**src/rtl/ndm_reset_seq.sv**
```systemverilog
// ndm_reset_seq: reset sequencer behind the debug module.
//   Takes the DM's ndmreset and a watchdog request, and drives stretched,
//   ordered resets: peripherals and core assert together, and the peripherals
//   are always released before the core. It reports the hart's reset status
//   back to the DM and records the cause of the last reset.
// Ports:
//   clk              in   system clock (DebugModule domain)
//   rst              in   asynchronous active-high reset (power-on)
//   ndmreset         in   non-debug-module reset request (level)
//   wdt_rst_req      in   watchdog reset request (level)
//   rst_cause_clr    in   strobe; clears rst_cause while idle
//   core_rst         out  active-high reset to the hart
//   periph_rst       out  active-high reset to peripherals/bus
//   core_is_in_reset out  high whenever the sequencer is not idle
//   rst_cause        out  00 none, 01 POR, 10 ndmreset, 11 watchdog
module ndm_reset_seq #(
    parameter int unsigned ASSERT_CYCLES  = 16,
    parameter int unsigned RELEASE_CYCLES = 8
) (
    input  logic       clk,
    input  logic       rst,
    input  logic       ndmreset,
    input  logic       wdt_rst_req,
    input  logic       rst_cause_clr,
    output logic       core_rst,
    output logic       periph_rst,
    output logic       core_is_in_reset,
    output logic [1:0] rst_cause
);

    localparam int unsigned MAX_CYCLES = (ASSERT_CYCLES > RELEASE_CYCLES) ? ASSERT_CYCLES : RELEASE_CYCLES;
    localparam int unsigned CW = $clog2(MAX_CYCLES) + 1;
    localparam logic [CW-1:0] ASSERT_LAST  = CW'(ASSERT_CYCLES - 1);
    localparam logic [CW-1:0] RELEASE_LAST = CW'(RELEASE_CYCLES - 1);
    localparam logic [CW-1:0] CNT_MAX      = '1;

    typedef enum logic [1:0] {
        S_IDLE,
        S_ASSERT,
        S_HOLD,
        S_RELEASE
    } state_e;

    state_e      state_q, state_d;
    logic [CW-1:0] cnt_q, cnt_d, cnt_inc;
    logic [1:0]  cause_q, cause_d;
    logic        core_rst_q, core_rst_d;
    logic        periph_rst_q, periph_rst_d;
    logic        req;
    logic [1:0]  req_cause;

    assign req       = ndmreset | wdt_rst_req;
    assign req_cause = wdt_rst_req ? 2'b11 : 2'b10;
    assign cnt_inc   = (cnt_q == CNT_MAX) ? cnt_q : cnt_q + 1'b1;

    always_comb begin
        state_d = state_q;
        cnt_d   = cnt_q;
        cause_d = cause_q;
        unique case (state_q)
            S_IDLE: begin
                if (req) begin
                    state_d = S_ASSERT;
                    cnt_d   = '0;
                    cause_d = req_cause;
                end else if (rst_cause_clr) begin
                    cause_d = 2'b00;
                end
            end
            S_ASSERT: begin
                cnt_d   = cnt_inc;
                state_d = (cnt_q == ASSERT_LAST) ? S_HOLD : S_ASSERT;
            end
            S_HOLD: begin
                if (!req) begin
                    state_d = S_RELEASE;
                    cnt_d   = '0;
                end
            end
            S_RELEASE: begin
                // A fresh request restarts the sequence even on the last release cycle.
                if (req) begin
                    state_d = S_ASSERT;
                    cnt_d   = '0;
                    cause_d = req_cause;
                end else begin
                    cnt_d   = cnt_inc;
                    state_d = (cnt_q == RELEASE_LAST) ? S_IDLE : S_RELEASE;
                end
            end
            default: begin
                state_d = S_ASSERT;
                cnt_d   = '0;
            end
        endcase
        // Outputs are registered from the next state so they cannot glitch.
        core_rst_d   = (state_d != S_IDLE);
        periph_rst_d = (state_d == S_ASSERT) || (state_d == S_HOLD);
    end

    always_ff @(posedge clk or posedge rst) begin
        if (rst) begin
            state_q      <= S_ASSERT;
            cnt_q        <= '0;
            cause_q      <= 2'b01;
            core_rst_q   <= 1'b1;
            periph_rst_q <= 1'b1;
        end else begin
            state_q      <= state_d;
            cnt_q        <= cnt_d;
            cause_q      <= cause_d;
            core_rst_q   <= core_rst_d;
            periph_rst_q <= periph_rst_d;
        end
    end

    assign core_rst         = core_rst_q;
    assign core_is_in_reset = core_rst_q;
    assign periph_rst       = periph_rst_q;
    assign rst_cause        = cause_q;

    periph_inside_core: assert property (@(posedge clk) disable iff (rst) periph_rst |-> core_rst);

endmodule

```
**config.mk**
```make
export PLATFORM = sky130hd
export DESIGN_NAME = ndm_reset_seq
export DESIGN_NICKNAME = d
export VERILOG_FILES = /design/src/rtl/ndm_reset_seq.sv
export SDC_FILE = /design/constraint.sdc
export NUM_CORES = 1
export LEC_CHECK = 0
export CORE_AREA = 2 2 39 41
export DETAILED_ROUTE_END_ITERATION = 8
export DIE_AREA = 0 0 41 43
export PLACE_DENSITY = 0.8
export SYNTH_ARGS = -nofsm -noshare
export SYNTH_HDL_FRONTEND = slang
export SYNTH_SLANG_ARGS = --single-unit
```
**constraint.sdc**
```tcl
create_clock -name clk -period 2.1 [get_ports clk]
set_input_delay 0.42 -clock clk [delete_from_list [all_inputs] [get_ports clk]]
set_output_delay 0.42 -clock clk [all_outputs]
set_load 0.01 [all_outputs]
```
Word-level counts from Yosys, hierarchy flattened

Cells that the tools add are included.

Reduce and logical (&&, ||, !) cells: 6
$add $sub $neg: 1
Bitwise operators: 1
Multiplexer cells: 16
Equality and inequality tests: 12

Operators by type and width:

| cell                                                | count |
|---|---|
| two-way mux 5 bit                                   | 4 |
| one-hot mux 5 bit (4 select lines)                  | 1 |
| two-way mux 2 bit                                   | 8 |
| one-hot mux 2 bit (4 select lines)                  | 1 |
| equality test 2 bit, second input constant          | 3 |
| inequality test 2 bit, second input constant        | 3 |
| adder 5 x 1 -> 5 bit, second input constant         | 1 |
| equality test 5 x 3 -> 1 bit, second input constant | 1 |
| equality test 5 x 4 -> 1 bit, second input constant | 1 |
| equality test 5 bit, second input constant          | 1 |
| equality test 2 x 1 -> 1 bit, second input constant | 2 |
| one-hot mux 2 bit (2 select lines)                  | 1 |
| nonzero test 2 bit                                  | 2 |
| inequality test 3 bit, second input constant        | 1 |
| AND reduction 3 bit                                 | 1 |
| logical NOT 2 bit                                   | 1 |
| AND reduction 2 bit                                 | 1 |
| logical OR 1 bit                                    | 1 |
| two-way mux 1 bit                                   | 1 |
| bitwise OR 1 bit                                    | 1 |

Word-level logic and storage cells: 41
Bits in registers: 11
Input bits: 5
Output and inout port bits: 5

Logic depth before layout (Yosys ltp)

Depth in word-level cells: 6
Depth in mapped cells: 6
Gate-level depth less buffers: 6

Worst setup path before layout

No wires, ideal clock.

Kind: flip-flop to flip-flop
Start point: register state_q[0]
End point: register periph_rst_q, in the netlist periph_rst
Setup time: 0.083 ns
Arrival time: 1.384 ns
Path buffers: 1
Slack: 0.633 ns
Period minus slack after synthesis: 1.467 ns
Data required time: 2.017 ns
Stages on the path, launching flop included: 6
Cell sequence: dfstp_2 > buf_6 > and4b_1 > nand3b_1 > a32oi_1 > ha_1

Cells in the longest elaborated chain, start to end: 4
Elaborated cells between the ends (all ways): 10
Those cells by class: eq/ne: 5; mux: 3; reduce/logical: 2

RTL lines:

| item                                                                | RTL line | source |
|---|---|---|
| from (decl)                                                         | 44       | `state_e state_q, state_d;` |
| from (signal assigned)                                              | 109      | `state_q <= state_d;` |
| equality test 2 bit, or another cell as far along                   | 60       | `unique case (state_q)` |
| one-hot mux 2 bit (4 select lines) (*)                              | 60       |  |
| equality test 2 x 1 -> 1 bit or equality test 2 bit (tied branches) | 98       | `periph_rst_d = (state_d == S_ASSERT) \|\| (state_d == S_HOLD);` |
| logical OR 1 bit (*)                                                | 98       |  |
| named net periph_rst_d                                              | 48       | `logic periph_rst_q, periph_rst_d;` |
| to (signal assigned)                                                | 113      | `periph_rst_q <= periph_rst_d;` |
| to (decl)                                                           | 48       |  |

Mark *: on every way through the listed nets, which the timed path passes. The rest lies on a longest branch.
A chain may end at the register's enable or synchronous reset.

Final worst setup path

Start point: register cause_q[0], in the netlist rst_cause[0]
End point: output port rst_cause[0]

RTL lines:

| item                   | RTL line | source |
|---|---|---|
| from (decl)            | 46       | `logic [1:0] cause_q, cause_d;` |
| from (signal assigned) | 111      | `cause_q <= cause_d;` |
| to (decl)              | 28       | `output logic [1:0] rst_cause` |

No word-level cell between the ends.

==> impl_metrics.ini <==
[final_layout]
layout.nets = 79
layout-drive-gt1-share_pct = 19.7
diodes = 0
final_core_util_pct = 54.4
syn_to_final_growth_pct = 17.6

[clock_tree]
postCtsSetupRepairBufs = 0
cts_tree = yes
clock-sinks = 11
cts-hold-fix-buffers = 0
htreeDepth = 1
clk_pin_slew_ns = 0.07
clockRootBuffer = clkbuf_4
cts_max_path_buffers = 2
post_cts_resized = 0
clk_latency_ns = 0.27
numCtsBuffers = 3

[critical_path]
crit_family = flip-flops
worst_ep_arrival_time_ns = 1.33
crit_fanout = 2
r2r_end = periph_rst
slowest_delay_ns = 0.53
crit_path_top_delay_cell = dfstp_2
r2r-start = cnt_q[1]
rr_worst_depth = 5
path_class = register to output pin
critPathLaunch = rst_cause[0]
crit_chain = clkdlybuf4s50_1
end_kind = output pin
required_ns = 1.68
startpoint_type = register
r2r_slack_ns = 0.44
crit_buf_inv = 1

[drt]
wl_per_cell_um = 14.4
dr.pass1.iters = 2
viasPerCell = 5.77
routed_wl_mm = 1.25
drt-initial-drc-count = 2
drcViolationCount = 0
drt-met1-wl_um = 649
dr_wl_met2_um = 529
drtAntennaViolNets = 0
maxUsedRoutingLayer = met4
vias = 502
dr_wl_met3_um = 27

[sta]
drv_slew = 0
setup_tns_ns = 0
slew_headroom_pct = 71.9
rsz0062_at_grt = false
fin_skew_ns = 0.00111
worst_hold_slack_ns = 0.440
final_hold_viol_count = 0
worst_pin_slew_ns = 0.421
fin_crit_ns = 1.75
post-route-period-util_pct = 83.4
setup_viol = 0
max_freq_mhz = 571

[synth]
synth_top_area_share_pct = 27.3
syn_area_per_cell_um2 = 10.5
syn_inst = 61
synth-main-ff-cell = dfrtp_1
synth.net_count = 68
synthTopCellsByArea = dfrtp_1 27%, dfstp_2 16%, ha_1 3.9%
ys_seq_elements = 11
ys_seq_area_share_pct = 43.7
netlist_area_um2 = 641
ys_types = 37
yosysTopAreaCell = dfrtp_1
synthTopCellsByCount = 7 x dfrtp_1, 5 x o21ai_0, 4 x a21oi_1, 4 x dfstp_2
async_reset_ff_share_pct = 100
yosysMostFrequentCell = dfrtp_1
yosys_warnings = 0
synth_edf_count = 0

[power_and_ir_drop]
vdd_ir_drop_max_v = 0.000611
total_leakage_power_nw = 0.300
powerDensity_mw_per_mm2 = 1450

[job]
drv_cap = 0

[grt]
grt_pass1_wl_mm = 2.04
grt_pass1_vias = 493
grt_max_degree = 12
grt_use_total_pct = 17.8
overflow = 0
antenna_found_initial = 0

[floorplan]
fp.dieW_um = 41
core_mm2 = 0.00138
initial_core_util_pct = 46.3
dieArea_mm2 = 0.00176
fp-row-count = 14
die_h_um = 43
io_pins = 10

[placed_design]
dp_hpwl_um = 879
port_buffers = 9
gp_congestion = 0.768

[min_path]
min_path_type = primary input to async pin

[run_status]
status = complete, no violations
[metrics by stage]
stage / setup WS (ns) / std cells / instance area [um2] / power (mW)
3_5_place_dp: 0.130 / 83 / 727 / 0.948
4_1_cts: 0.338 / 87 / 753 / 1.10
3_3_place_gp: 0.247 / 83 / 727 / 0.930
6_report: 0.348 / 87 / 753 / 1.10
5_1_grt: 0.299 / 87 / 753 / 1.18
2_1_floorplan: 0.633 / 61 / 641 / 0.800
[sequential cells by signal, summed over array words and instances, names as in the netlist]
signal	cells
core_is_in_reset	1
periph_rst	1
state_q	2
cnt_q	5
rst_cause	2
[worst max-delay path by stage]
stage | to | slack, ns | cells past startpoint
after detailed placement | periph_rst | 0.13 | 5
after floorplan | periph_rst | 0.63 | 5
after CTS | rst_cause[0] | 0.34 | 1
after global routing | rst_cause[0] | 0.30 | 1
final | rst_cause[0] | 0.35 | 1
after global placement | periph_rst | 0.25 | 5
[power breakdown]
part	internal (mW)	switching, mW
registers	0.328	0.108
logic	0.278	0.232
clock network	0.0736	0.0750
[cell usage in the layout (no fill, tap or decap), drive strengths merged, types with 2 or more instances in the layout]
master,netlist,routed
ha,2,2
xnor2,2,2
dfstp,4,4
nand2,2,2
dfrtp,7,7
clkdlybuf4s50,0,9
clkbuf,0,4
a21oi,4,4
a211oi,3,3
nor2,4,4
and2b,2,2
inv,4,4
o21ai,5,5
[area by class of cell]
class	instances	area [um2]
well taps	16	20.0
repair buffers	9	90.1
flip-flops and latches	11	280
clock buffers	4	26.3
multi-input cells	43	322
fillers	122	631
inverters	4	15.0
[layer usage]
layer | track usage, % | up-vias
li1 | - | 247
met1 | 24.9 | 240
met2 | 24.1 | 10
met3 | 1.57 | 5
met4 | 14.0 | 0
met5 | 0 | -
[logic make-up (layout without fill, tap and decap cells)]
logic type | Yosys count | in the layout | synth area share (%)
simple gates | 16 | 16 | 16.4
mux | 2 | 2 | 3.91
fa+ha+maj | 2 | 2 | 3.91
compound gates | 21 | 21 | 23.2
xor+xnor | 2 | 2 | 2.73
buf+inv | 7 | 17 | 6.05
flops | 11 | 11 | 43.8
(Power assumes the default switching activity.)
